**src/rtl/pipe_ctrl_if.sv**
```systemverilog
// ---------------------------------------------------------------------------
// pipe_ctrl_if
//   Bundles the stall, redirect and hold-control signals exchanged between the
//   pipeline sequencer (slave side) and the surrounding core (master side).
//   Signal suffixes are written from the sequencer's point of view.
//
//   hold_ex_i        EX busy, needs Hold_Id
//   hold_id_i        ID load-use hazard, needs Hold_If
//   hold_bus_i       fetch bus not ready, needs Hold_Pc
//   jump_req_i       EX branch/jump taken this cycle
//   jump_addr_i      jump target
//   int_req_i        interrupt pending, held until int_ack_o
//   int_addr_i       trap vector
//   hold_flag_o      0 none, 1 PC, 2 IF, 3 ID
//   jump_flag_o      registered PC redirect strobe
//   jump_addr_o      registered PC redirect target
//   int_ack_o        one-cycle interrupt acceptance pulse
//   stall_timeout_o  stuck-stall watchdog flag
// ---------------------------------------------------------------------------
interface pipe_ctrl_if;
  logic        hold_ex_i;
  logic        hold_id_i;
  logic        hold_bus_i;
  logic        jump_req_i;
  logic [31:0] jump_addr_i;
  logic        int_req_i;
  logic [31:0] int_addr_i;
  logic [2:0]  hold_flag_o;
  logic        jump_flag_o;
  logic [31:0] jump_addr_o;
  logic        int_ack_o;
  logic        stall_timeout_o;

  modport master (
    output hold_ex_i, hold_id_i, hold_bus_i,
    output jump_req_i, jump_addr_i, int_req_i, int_addr_i,
    input  hold_flag_o, jump_flag_o, jump_addr_o, int_ack_o, stall_timeout_o
  );

  modport slave (
    input  hold_ex_i, hold_id_i, hold_bus_i,
    input  jump_req_i, jump_addr_i, int_req_i, int_addr_i,
    output hold_flag_o, jump_flag_o, jump_addr_o, int_ack_o, stall_timeout_o
  );
endinterface

```
**src/rtl/pipe_ctrl.sv**
```systemverilog
// ---------------------------------------------------------------------------
// pipe_ctrl
//   Pipeline sequencer for the IF/ID stage and the PC. Merges stall requests
//   into a single hold level, accepts jump and interrupt redirects, bubbles
//   IF/ID for FLUSH_CYCLES after each redirect, and flags stalls that last
//   TIMEOUT consecutive cycles.
//
//   clk   rising-edge clock
//   rst   asynchronous, active-low reset
//   bus   pipe_ctrl_if.slave: stall inputs, redirect requests, hold level,
//         redirect strobe/target, interrupt ack, watchdog flag
//
//   Parameters
//   FLUSH_CYCLES  bubble cycles after the redirect cycle (0..15)
//   TIMEOUT       stall cycles before stall_timeout_o asserts (1..65535)
// ---------------------------------------------------------------------------
module pipe_ctrl #(
  parameter int unsigned FLUSH_CYCLES = 2,
  parameter int unsigned TIMEOUT      = 64
) (
  input  logic        clk,
  input  logic        rst,
  pipe_ctrl_if.slave  bus
);

  localparam logic [2:0] HOLD_NONE = 3'd0;
  localparam logic [2:0] HOLD_PC   = 3'd1;
  localparam logic [2:0] HOLD_IF   = 3'd2;
  localparam logic [2:0] HOLD_ID   = 3'd3;

  localparam int unsigned       SW      = $clog2(TIMEOUT + 1);
  localparam logic [SW-1:0]     STALL_MAX = SW'(TIMEOUT);
  localparam logic [3:0]        FLUSH_LD  = 4'(FLUSH_CYCLES);

  typedef enum logic [1:0] {
    RUN   = 2'd0,
    REDIR = 2'd1,
    FLUSH = 2'd2
  } state_t;

  state_t        state_q, state_d;
  logic [31:0]   addr_q, addr_d;
  logic          jflag_q, jflag_d;
  logic          ack_q, ack_d;
  logic [3:0]    flush_q, flush_d;
  logic [SW-1:0] stall_q, stall_d;
  logic          tmo_q, tmo_d;
  logic [2:0]    hold;

  always_ff @(posedge clk or negedge rst) begin
    if (!rst) begin
      state_q <= RUN;
      addr_q  <= '0;
      jflag_q <= 1'b0;
      ack_q   <= 1'b0;
      flush_q <= '0;
      stall_q <= '0;
      tmo_q   <= 1'b0;
    end else begin
      state_q <= state_d;
      addr_q  <= addr_d;
      jflag_q <= jflag_d;
      ack_q   <= ack_d;
      flush_q <= flush_d;
      stall_q <= stall_d;
      tmo_q   <= tmo_d;
    end
  end

  always_comb begin
    state_d = state_q;
    addr_d  = addr_q;
    jflag_d = 1'b0;
    ack_d   = 1'b0;
    flush_d = flush_q;
    stall_d = '0;
    hold    = HOLD_NONE;

    unique case (state_q)
      RUN: begin
        // Redirects wait while EX is busy so a multi-cycle op is never squashed.
        if (!bus.hold_ex_i && (bus.int_req_i || bus.jump_req_i)) begin
          state_d = REDIR;
          hold    = HOLD_ID;
          jflag_d = 1'b1;
          ack_d   = bus.int_req_i;
          addr_d  = bus.int_req_i ? bus.int_addr_i : bus.jump_addr_i;
        end else begin
          if (bus.hold_ex_i)       hold = HOLD_ID;
          else if (bus.hold_id_i)  hold = HOLD_IF;
          else if (bus.hold_bus_i) hold = HOLD_PC;
          else                     hold = HOLD_NONE;
          if (hold != HOLD_NONE)
            stall_d = (stall_q == STALL_MAX) ? stall_q : stall_q + 1'b1;
        end
      end
      REDIR: begin
        hold    = HOLD_ID;
        flush_d = FLUSH_LD;
        state_d = (FLUSH_LD != 4'd0) ? FLUSH : RUN;
      end
      FLUSH: begin
        hold    = bus.hold_ex_i ? HOLD_ID : HOLD_IF;
        flush_d = flush_q - 4'd1;
        // <= 1 rather than == 1 so a corrupted zero count cannot wrap for 16 cycles.
        if (flush_q <= 4'd1) state_d = RUN;
      end
      default: begin
        state_d = RUN;
      end
    endcase

    tmo_d = (stall_d == STALL_MAX);
  end

  // Hold level is combinational; force it to Hold_None while reset is asserted.
  assign bus.hold_flag_o     = rst ? hold : HOLD_NONE;
  assign bus.jump_flag_o     = jflag_q;
  assign bus.jump_addr_o     = addr_q;
  assign bus.int_ack_o       = ack_q;
  assign bus.stall_timeout_o = tmo_q;

endmodule
```
**src/flat_wrapper.sv**
```systemverilog
// flat-port wrapper written by rule: the top's interface ports become plain ports
module pipe_ctrl_flat 
#(
  parameter int unsigned FLUSH_CYCLES = 2,
  parameter int unsigned TIMEOUT      = 64
)
  (clk, rst, bus_hold_ex_i, bus_hold_id_i, bus_hold_bus_i, bus_jump_req_i, bus_jump_addr_i, bus_int_req_i, bus_int_addr_i, bus_hold_flag_o, bus_jump_flag_o, bus_jump_addr_o, bus_int_ack_o, bus_stall_timeout_o);
  pipe_ctrl_if bus_i ();
  input  logic clk;
  input  logic rst;
  input wire logic [$bits(bus_i.hold_ex_i)-1:0] bus_hold_ex_i;
  input wire logic [$bits(bus_i.hold_id_i)-1:0] bus_hold_id_i;
  input wire logic [$bits(bus_i.hold_bus_i)-1:0] bus_hold_bus_i;
  input wire logic [$bits(bus_i.jump_req_i)-1:0] bus_jump_req_i;
  input wire logic [$bits(bus_i.jump_addr_i)-1:0] bus_jump_addr_i;
  input wire logic [$bits(bus_i.int_req_i)-1:0] bus_int_req_i;
  input wire logic [$bits(bus_i.int_addr_i)-1:0] bus_int_addr_i;
  output wire logic [$bits(bus_i.hold_flag_o)-1:0] bus_hold_flag_o;
  output wire logic [$bits(bus_i.jump_flag_o)-1:0] bus_jump_flag_o;
  output wire logic [$bits(bus_i.jump_addr_o)-1:0] bus_jump_addr_o;
  output wire logic [$bits(bus_i.int_ack_o)-1:0] bus_int_ack_o;
  output wire logic [$bits(bus_i.stall_timeout_o)-1:0] bus_stall_timeout_o;
  assign bus_i.hold_ex_i = bus_hold_ex_i;
  assign bus_i.hold_id_i = bus_hold_id_i;
  assign bus_i.hold_bus_i = bus_hold_bus_i;
  assign bus_i.jump_req_i = bus_jump_req_i;
  assign bus_i.jump_addr_i = bus_jump_addr_i;
  assign bus_i.int_req_i = bus_int_req_i;
  assign bus_i.int_addr_i = bus_int_addr_i;
  assign bus_hold_flag_o = bus_i.hold_flag_o;
  assign bus_jump_flag_o = bus_i.jump_flag_o;
  assign bus_jump_addr_o = bus_i.jump_addr_o;
  assign bus_int_ack_o = bus_i.int_ack_o;
  assign bus_stall_timeout_o = bus_i.stall_timeout_o;
  pipe_ctrl #(.FLUSH_CYCLES(FLUSH_CYCLES), .TIMEOUT(TIMEOUT)) u_core (.clk(clk), .rst(rst), .bus(bus_i));
endmodule
```
**config.mk**
```make
export PLATFORM = sky130hd
export DESIGN_NAME = pipe_ctrl_flat
export DESIGN_NICKNAME = d
export VERILOG_FILES = /design/src/rtl/pipe_ctrl_if.sv /design/src/rtl/pipe_ctrl.sv /design/src/flat_wrapper.sv
export SDC_FILE = /design/constraint.sdc
export NUM_CORES = 1
export LEC_CHECK = 0
export CAP_MARGIN = 20
export CORE_ASPECT_RATIO = 0.5
export CORE_UTILIZATION = 40
export DETAILED_ROUTE_END_ITERATION = 7
export DONT_BUFFER_PORTS = 1
export PLACE_DENSITY = 0.53
export SLEW_MARGIN = 20
export SYNTH_ARGS = -nofsm -noshare
export SYNTH_HDL_FRONTEND = slang
export SYNTH_SLANG_ARGS = --single-unit
export TNS_END_PERCENT = 1
```
**constraint.sdc**
```tcl
create_clock -name clk -period 3.6 [get_ports clk]
set_clock_uncertainty 0.1 [all_clocks]
set_input_delay 0.18 -clock clk [delete_from_list [all_inputs] [get_ports clk]]
set_output_delay 0.18 -clock clk [all_outputs]
set_load 0.02 [all_outputs]
```
==> results of run 1 <==
## per-layer routing
layer | global-route usage | share of wire | up-vias
met1 | 0.171 | 0.46 | 746
met4 | 0.0495 | 0.012 | 0
met2 | 0.229 | 0.45 | 50
met3 | 0.0573 | 0.080 | 7
met5 | 0 | 0 | -
li1 | - | - | 751
## logic make-up (layout without fill, tap and decap cells)
logic type	count (synthesis)	after routing
multiplexers	65	65
AO/OA/AOI/OAI	24	24
flip-flops	48	48
buffers and inverters	25	23
other	1	1
XOR/XNOR	6	6
adder cells (fa/ha/maj)	9	9
AND/OR/NAND/NOR	41	41
## synthesized netlist by cell type, types with 3 or more instances
cell type / number / area share
nor2_1: 11 / 0.016
xor2_1: 4 / 0.013
inv_1: 12 / 0.017
mux2_2: 64 / 0.28
dfrtp_1: 48 / 0.46
buf_6: 4 / 0.017
nand3b_1: 3 / 0.0086
o21ai_0: 8 / 0.015
nand3_1: 6 / 0.011
ha_1: 9 / 0.043
buf_4: 4 / 0.011
nor3_1: 4 / 0.0077
nand2_1: 7 / 0.010
a21oi_1: 6 / 0.011
## area by class of cell
type                       count  area (um2)
clock buffer                   6         139
fill                         582        3350
inverter                      12        45.0
sequential                    48        1200
clock inverter                 1        8.76
tap                           88         110
timing repair buffer           4        57.6
multi-input combinational    146        1270
## final timing paths
kind | to | slack [ns] | depth (start not counted)
min in group asynchronous | u_core.bus.jump_addr_o[10] | 0.29 | 2
hold / removal | u_core.state_q[0] | 0.05 | 3
max in group asynchronous | u_core.flush_q[3] | 2.89 | 2
setup / recovery | bus_hold_flag_o[0] | 1.12 | 4
hold reg to reg | u_core.flush_q[3] | 0.48 | 2
setup reg to reg | u_core.bus.jump_addr_o[30] | 1.56 | 4
## timing repair
| item | 4_1_cts | 5_1_grt |
|---|---|---|
| hold buffers | 4 | 0 |
| setup endpoints to repair | 0 | 0 |
| hold endpoints to repair | 49 | 0 |
## cells in the final DEF, fill, tap and decap left out, types with 3 or more instances in the layout
cell / count
mux2_2: 64
dfrtp_1: 48
inv_1: 12
nor2_1: 11
ha_1: 9
o21ai_0: 8
nand2_1: 7
nand3_1: 6
a21oi_1: 6
clkbuf_16: 5
xor2_1: 4
nor3_1: 4
nand3b_1: 3
dlygate4sd3_1: 3
## state kept, by name, summed over array words and instances, names as in the netlist
| signal | cells |
|---|---|
| u_core.stall_q | 7 |
| u_core.bus.jump_flag_o | 1 |
| u_core.flush_q | 4 |
| u_core.bus.stall_timeout_o | 1 |
| u_core.bus.jump_addr_o | 32 |
| u_core.bus.int_ack_o | 1 |
| u_core.state_q | 2 |
## critical path: cells and delay by family (launching register included)
| family | cells | cell delay, ns |
|---|---|---|
| AO/OA/AOI/OAI | 1 | 0.59 |
| adder cells (fa/ha/maj) | 1 | 0.32 |
| buffers and inverters | 1 | 0.12 |
| flip-flops | 1 | 0.40 |
| AND/OR/NAND/NOR | 1 | 0.48 |
## metrics by stage
stage	hold WS (ns)	instance area, um2	instances	setup slack (ns)
global placement	-0.215	2630	294	1.44
finish	0.0487	2840	305	1.12
global route	0.0607	2840	305	0.962
detailed placement	-0.215	2630	294	1.38
CTS	0.0451	2840	305	1.08
floorplan	-0.216	2620	219	1.94
## report_power, final
| part | total [mW] | switching (mW) | internal (mW) |
|---|---|---|---|
| Combinational | 0.559 | 0.261 | 0.298 |
| Clock | 0.459 | 0.185 | 0.273 |
| Sequential | 1.16 | 0.400 | 0.764 |
==> impl_metrics.env, run 1 <==
export IMPL_outcome="finished clean"
export IMPL_grt_ovfl_total=0
export IMPL_drt_wl_total_um=4520
export IMPL_clk_pin_slew_ns=0.06
export IMPL_die_h_um=59.2
export IMPL_p_per_area_mw_per_mm2=769
export IMPL_start_kind="register"
export IMPL_start_util=0.423
export IMPL_worstMarginPinSlew_ns=0.752
export IMPL_syn_avg_cell_area_um2=11.9
export IMPL_synth_compound_area_frac=0.0583
export IMPL_post_cts_resized=0
export IMPL_hp_start="bus_hold_ex_i"
export IMPL_io_buffers=0
export IMPL_areaGrowthSynthToFinish_pct=8.37
export IMPL_rows=20
export IMPL_drc=0
export IMPL_utilization=0.459
export IMPL_clock_sinks=48
export IMPL_viasPerCell=5.10
export IMPL_antenna_left=0
export IMPL_ioPinCount=109
export IMPL_grt_first_pass_wirelength_um=7200
export IMPL_cts_setup_buffers=0
export IMPL_setup_viol=0
export IMPL_min_period_over_period=0.688
export IMPL_startpoint="u_core.state_q[1]"
export IMPL_grtUsageTotal=0.141
export IMPL_synth_xor_area_frac=0.0201
export IMPL_yosys_cell_types_count=38
export IMPL_vias=1554
export IMPL_antenna_cells=0
export IMPL_die_x_um=116
export IMPL_antenna_found_initial=0
export IMPL_drt_iter0_markers=40
export IMPL_wl_per_cell_um=14.8
export IMPL_core_mm2=0.00618
export IMPL_firstDrtPassIters=4
export IMPL_synth_edf_count=0
export IMPL_async_reset_ff_frac=1.00
export IMPL_synth_seq_cells=48
export IMPL_cts_max_level=2
export IMPL_synthCells=219
export IMPL_cap_viol_max_count=0
export IMPL_synth_nets=299
export IMPL_drv_slew=0
export IMPL_power_leakage_nw=1.20
export IMPL_slowest_stage="a21oi_1"
export IMPL_hold_viol_final=0
export IMPL_grt_max_degree=49
export IMPL_tns_ns=0
export IMPL_post_route_min_period_ns=2.48
export IMPL_min_path_type="primary input to register"
export IMPL_worstSetupPathType="register to primary output"
export IMPL_cts_tree="done"
export IMPL_yosysSeqAreaShare=0.459
export IMPL_clk_latency_ns=0.28
export IMPL_fp_dieArea_mm2=0.00689
export IMPL_drive_gt1_frac=0.364
export IMPL_rsz0062_at_grt="false"
export IMPL_cts_root_buffer="clkbuf_16"
export IMPL_synth_top_family_by_area="multiplexers"
export IMPL_place_gp_congestion=0.765
export IMPL_synth_area_mm2=0.00262
export IMPL_p_total_mw=2.18
export IMPL_yosys_area_share_simple=0.0846
export IMPL_fin_nets=297
export IMPL_slowest_delay_ns=0.59
export IMPL_slew_headroom=0.497
export IMPL_muxShareOfSynthArea=0.279
export IMPL_grt_pass1_vias=1537
export IMPL_cts_buffer_depth=2
export IMPL_dp_hpwl_um=3260
export IMPL_r2r_start="u_core.state_q[0]"
export IMPL_yosys_area_share_adder=0.0430
export IMPL_arrival_ns=2.20
export IMPL_yosys_warnings=0
export IMPL_cp_cell_sequence="inv_1, ha_1, nand2_2, a21oi_1"
export IMPL_max_freq_mhz=404
export IMPL_synth_main_ff_cell="dfrtp_1"
export IMPL_worstPathMaxFanout=34
export IMPL_required_ns=3.32
export IMPL_critPathCaptureType="primary output"
export IMPL_ir_drop_v=0.000315
export IMPL_cts_buffers=5
(Power assumes the default switching activity.)
==> run 2, diff against run 1 <==
==> constraint.sdc (replaced) <==
create_clock -name clk -period 2.57 [get_ports clk]
set_clock_uncertainty 0.1 [all_clocks]
set_input_delay 0.1285 -clock clk [delete_from_list [all_inputs] [get_ports clk]]
set_output_delay 0.1285 -clock clk [all_outputs]
set_load 0.02 [all_outputs]
==> impl_metrics.env, run 2 (synthesis results as in run 1) <==
export IMPL_dp_cells=295
export IMPL_drt_iter0_markers=62
export IMPL_io_buffers=0
export IMPL_antenna_left=0
export IMPL_place_gp_congestion=0.733
export IMPL_layout_commonest_cell="mux2_2"
export IMPL_cts_tree="done"
export IMPL_drc=0
export IMPL_netSwitchingFraction=0.390
export IMPL_min_path_type="primary input to register"
export IMPL_slew_headroom=0.645
export IMPL_cts_root_buffer="clkbuf_16"
export IMPL_wl_per_cell_um=15.6
export IMPL_p_per_area_mw_per_mm2=1080
export IMPL_power_leakage_nw=1.21
export IMPL_worstSetupPathType="register to primary output"
export IMPL_critPathCaptureType="primary output"
export IMPL_viasPerCell=5.13
export IMPL_cts_buffer_depth=2
export IMPL_hold_viol_final=0
export IMPL_grt_max_degree=49
export IMPL_fin_nets=298
export IMPL_wl_met1_um=2010
export IMPL_switching_power_mw=1.21
export IMPL_vias=1576
export IMPL_dr_wl_met2_um=2370
export IMPL_drt_wl_total_um=4800
export IMPL_drive_gt1_frac=0.370
export IMPL_grt_first_pass_wirelength_um=7550
export IMPL_firstDrtPassIters=4
export IMPL_cap_viol_max_count=0
export IMPL_layout_common_cells="64 x mux2_2, 48 x dfrtp_1, 12 x inv_1"
export IMPL_seqPwrFrac=0.528
export IMPL_antenna_cells=0
export IMPL_antenna_found_initial=0
export IMPL_dp_hpwl_um=3420
export IMPL_max_freq_mhz=448
export IMPL_finalNonFillerCells=307
export IMPL_fp_dieArea_mm2=0.00689
export IMPL_p_comb_frac=0.260
export IMPL_grt_pass1_vias=1636
export IMPL_nFillCells=575
export IMPL_grtUsageTotal=0.149
export IMPL_areaGrowthSynthToFinish_pct=9.37
export IMPL_route_met3_wl_um=364
export IMPL_holdWs_ns=0.0155
export IMPL_start_util=0.423
export IMPL_rows=20
export IMPL_grt_ovfl_total=0
export IMPL_clk_pin_slew_ns=0.06
export IMPL_ioPinCount=109
export IMPL_clock_sinks=48
export IMPL_die_h_um=59.2
export IMPL_post_route_min_period_ns=2.23
export IMPL_rsz0062_at_grt="false"
export IMPL_cts_max_level=2
export IMPL_ir_drop_v=0.000308
export IMPL_worstPathMaxFanout=18
export IMPL_required_ns=2.34
export IMPL_largest_reg_flops=32
export IMPL_internal_power_mw=1.89
export IMPL_tns_ns=0
export IMPL_drv_slew=0
export IMPL_worstMarginPinSlew_ns=0.528
export IMPL_setup_viol=0
export IMPL_start_kind="register"
export IMPL_clkPwrFrac=0.212
export IMPL_min_period_over_period=0.868
export IMPL_arrival_ns=2.00
export IMPL_die_x_um=116
export IMPL_outcome="finished clean"
export IMPL_core_mm2=0.00618
export IMPL_clk_latency_ns=0.28
export IMPL_dr_max_layer_used="met4"
export IMPL_cts_buffers=5
-- run 2: power by group through the flow --
stage	logic (mW)	clock network (mW)	registers, mW
global placement	0.762	0	1.65
detailed placement	0.787	0	1.65
CTS	0.815	0.689	1.64
floorplan	0.707	0	1.57
finish	0.806	0.655	1.63
global route	0.909	0.715	1.68
-- run 2: layout make-up --
class                   count  area (um2)  share of cell area
well taps                  88         110              0.0385
repair buffers              5        77.6              0.0271
clock inverters             2        15.0             0.00525
flip-flops and latches     48        1200               0.420
clock buffers               6         139              0.0485
multi-input cells         146        1270               0.445
inverters                  12        45.0              0.0157
-- run 2: through the flow --
step | instance area [um2] | util | total power, mW | worst slack, ns
2_1_floorplan | 2620 | - | 2.28 | 0.951
3_3_place_gp | 2650 | 0.429 | 2.41 | 0.626
3_5_place_dp | 2650 | 0.429 | 2.44 | 0.548
4_1_cts | 2860 | 0.463 | 3.14 | 0.303
5_1_grt | 2860 | 0.463 | 3.30 | 0.132
6_report | 2860 | 0.463 | 3.09 | 0.339
-- run 2: timing repair --
| item | 4_1_cts | 5_1_grt |
|---|---|---|
| setup buffers | 0 | 0 |
| hold buffers | 4 | 0 |
| gates resized for setup | 0 | 0 |
| endpoints found under the hold margin | 50 | 0 |
-- run 2: routing by layer --
metal  GRT usage  up-vias
met5           0        -
met2       0.260       48
met1       0.168      763
li1            -      758
met4      0.0549        0
met3      0.0562        7
-- run 2: critical path, stage by stage (launching register included) --
cell and delay (ns):
dfrtp_1 0.43, inv_1 0.11, ha_1 0.33, nand2_2 0.34
a21oi_1 0.52
-- run 2: final timing paths --
kind | startpoint | end | slack, ns | cells past startpoint
worst max-delay path | u_core.state_q[0] | bus_hold_flag_o[0] | 0.34 | 4
max in group asynchronous | rst | u_core.state_q[0] | 1.89 | 2
worst max register to register | u_core.state_q[0] | u_core.bus.jump_addr_o[17] | 0.57 | 5
worst min-delay path | bus_jump_addr_i[11] | u_core.bus.jump_addr_o[11] | 0.02 | 2
worst min register to register | u_core.flush_q[1] | u_core.flush_q[1] | 0.48 | 2
min in group asynchronous | rst | u_core.bus.jump_addr_o[10] | 0.24 | 2
==> run 3, diff against run 2 <==
==> constraint.sdc (replaced) <==
create_clock -name clk -period 2.4 [get_ports clk]
set_clock_uncertainty 0.1 [all_clocks]
set_input_delay 0.12 -clock clk [delete_from_list [all_inputs] [get_ports clk]]
set_output_delay 0.12 -clock clk [all_outputs]
set_load 0.02 [all_outputs]
==> impl_metrics.env, run 3 (synthesis results as in run 1) <==
export IMPL_nFillCells=589
export IMPL_worstMarginPinSlew_ns=0.533
export IMPL_fp_dieArea_mm2=0.00689
export IMPL_grt_pass1_vias=1638
export IMPL_wl_per_cell_um=15.6
export IMPL_min_period_over_period=0.920
export IMPL_path_depth=6
export IMPL_max_freq_mhz=453
export IMPL_cts_buffers=5
export IMPL_slowest_stage="dfrtp_1"
export IMPL_cts_buffer_depth=2
export IMPL_cp_cell_sequence="inv_1, ha_1, nand2_2, buf_12, a21oi_1, buf_4"
export IMPL_min_path_cells=2
export IMPL_antenna_found_initial=0
export IMPL_reg2reg_depth=5
export IMPL_cts_root_buffer="clkbuf_16"
export IMPL_viasPerCell=5.18
export IMPL_drt_iter0_markers=43
export IMPL_grt_max_degree=49
export IMPL_fin_nets=306
export IMPL_dp_hpwl_um=3530
export IMPL_critPathCaptureType="primary output"
export IMPL_drive_gt1_frac=0.361
export IMPL_start_util=0.423
export IMPL_grt_ovfl_total=0
export IMPL_slowest_delay_ns=0.40
export IMPL_vias=1631
export IMPL_utilization=0.478
export IMPL_clk_pin_slew_ns=0.07
export IMPL_largest_reg_flops=32
export IMPL_die_h_um=59.2
export IMPL_antenna_left=0
export IMPL_die_x_um=116
export IMPL_start_kind="register"
export IMPL_finalNonFillerCells=315
export IMPL_clkPwrFrac=0.232
export IMPL_slew_headroom=0.642
export IMPL_clk_latency_ns=0.28
export IMPL_firstDrtPassIters=4
export IMPL_cts_max_level=2
export IMPL_layout_commonest_cell="mux2_2"
export IMPL_ir_drop_v=0.000370
export IMPL_internal_power_mw=2.12
export IMPL_cp_top_family="buffers and inverters"
export IMPL_setup_viol=0
export IMPL_rows=20
export IMPL_antenna_cells=0
export IMPL_outcome="finished clean"
export IMPL_ioPinCount=109
export IMPL_drc=0
export IMPL_power_leakage_nw=1.25
export IMPL_worstSetupPathType="register to primary output"
export IMPL_min_path_type="primary input to register"
export IMPL_cts_setup_buffers=0
export IMPL_hold_viol_final=0
export IMPL_hold_buffers=11
export IMPL_grtUsageTotal=0.148
export IMPL_cap_viol_max_count=0
export IMPL_dp_cells=296
export IMPL_required_ns=2.18
export IMPL_p_per_area_mw_per_mm2=1160
export IMPL_seqPwrFrac=0.509
export IMPL_cts_tree="done"
export IMPL_clock_sinks=48
export IMPL_rsz0062_at_grt="false"
export IMPL_grt_first_pass_wirelength_um=7590
export IMPL_core_mm2=0.00618
export IMPL_drv_slew=0
export IMPL_areaGrowthSynthToFinish_pct=13.0
export IMPL_place_gp_congestion=0.752
export IMPL_crit_buf_inv=3
export IMPL_post_route_min_period_ns=2.21
export IMPL_arrival_ns=1.99
export IMPL_switching_power_mw=1.31
export IMPL_io_buffers=0
export IMPL_worstPathMaxFanout=20
export IMPL_layout_common_cells="64 x mux2_2, 48 x dfrtp_1, 12 x inv_1"
export IMPL_netSwitchingFraction=0.383
export IMPL_p_comb_frac=0.259
export IMPL_drt_wl_total_um=4910
export IMPL_post_cts_resized=0
export IMPL_tns_ns=0
run 3: per-stage QoR:
stage	power (mW)	hold slack [ns]	instance area (um2)	setup WS, ns
2_1_floorplan	2.44	-0.276	2620	0.781
3_3_place_gp	2.59	-0.275	2660	0.518
3_5_place_dp	2.63	-0.275	2660	0.468
4_1_cts	3.48	0.0000943	2960	0.179
5_1_grt	3.64	0.00308	2960	0.0179
6_report	3.43	0.00977	2960	0.193
run 3: power groups by stage:
stage / Sequential [mW] / Combinational, mW / Clock [mW]
3_5_place_dp: 1.77 / 0.860 / 0
3_3_place_gp: 1.77 / 0.828 / 0
6_report: 1.75 / 0.889 / 0.797
2_1_floorplan: 1.69 / 0.757 / 0
4_1_cts: 1.75 / 0.902 / 0.828
5_1_grt: 1.79 / 0.991 / 0.856
run 3: worst paths after layout:
kind                                    start  slack, ns                    endpoint
hold reg to reg             u_core.flush_q[3]       0.48           u_core.flush_q[3]
setup reg to reg            u_core.state_q[0]       0.47  u_core.bus.jump_addr_o[22]
min in group asynchronous                 rst       0.24  u_core.bus.jump_addr_o[10]
setup / recovery            u_core.state_q[1]       0.19          bus_hold_flag_o[0]
hold / removal             bus_int_addr_i[24]       0.01  u_core.bus.jump_addr_o[24]
max in group asynchronous                 rst       1.74      u_core.bus.jump_flag_o
run 3: cell type report:
cell class | instances | area, um2 | area share
clock buffer | 5 | 125 | 0.0423
sequential | 48 | 1200 | 0.406
clock inverter | 3 | 46.3 | 0.0157
multi-input combinational | 146 | 1270 | 0.431
timing repair buffer | 13 | 155 | 0.0525
tap | 88 | 110 | 0.0372
inverter | 12 | 45.0 | 0.0152
run 3: layer usage:
metal	routed length, um	GRT usage	vias to the layer above	part of all wire
met1	2090	0.165	809	0.42
met2	2450	0.270	46	0.50
met3	357	0.0573	4	0.073
met5	0	0	-	0
met4	23	0.0385	0	0.0047
li1	-	-	772	-
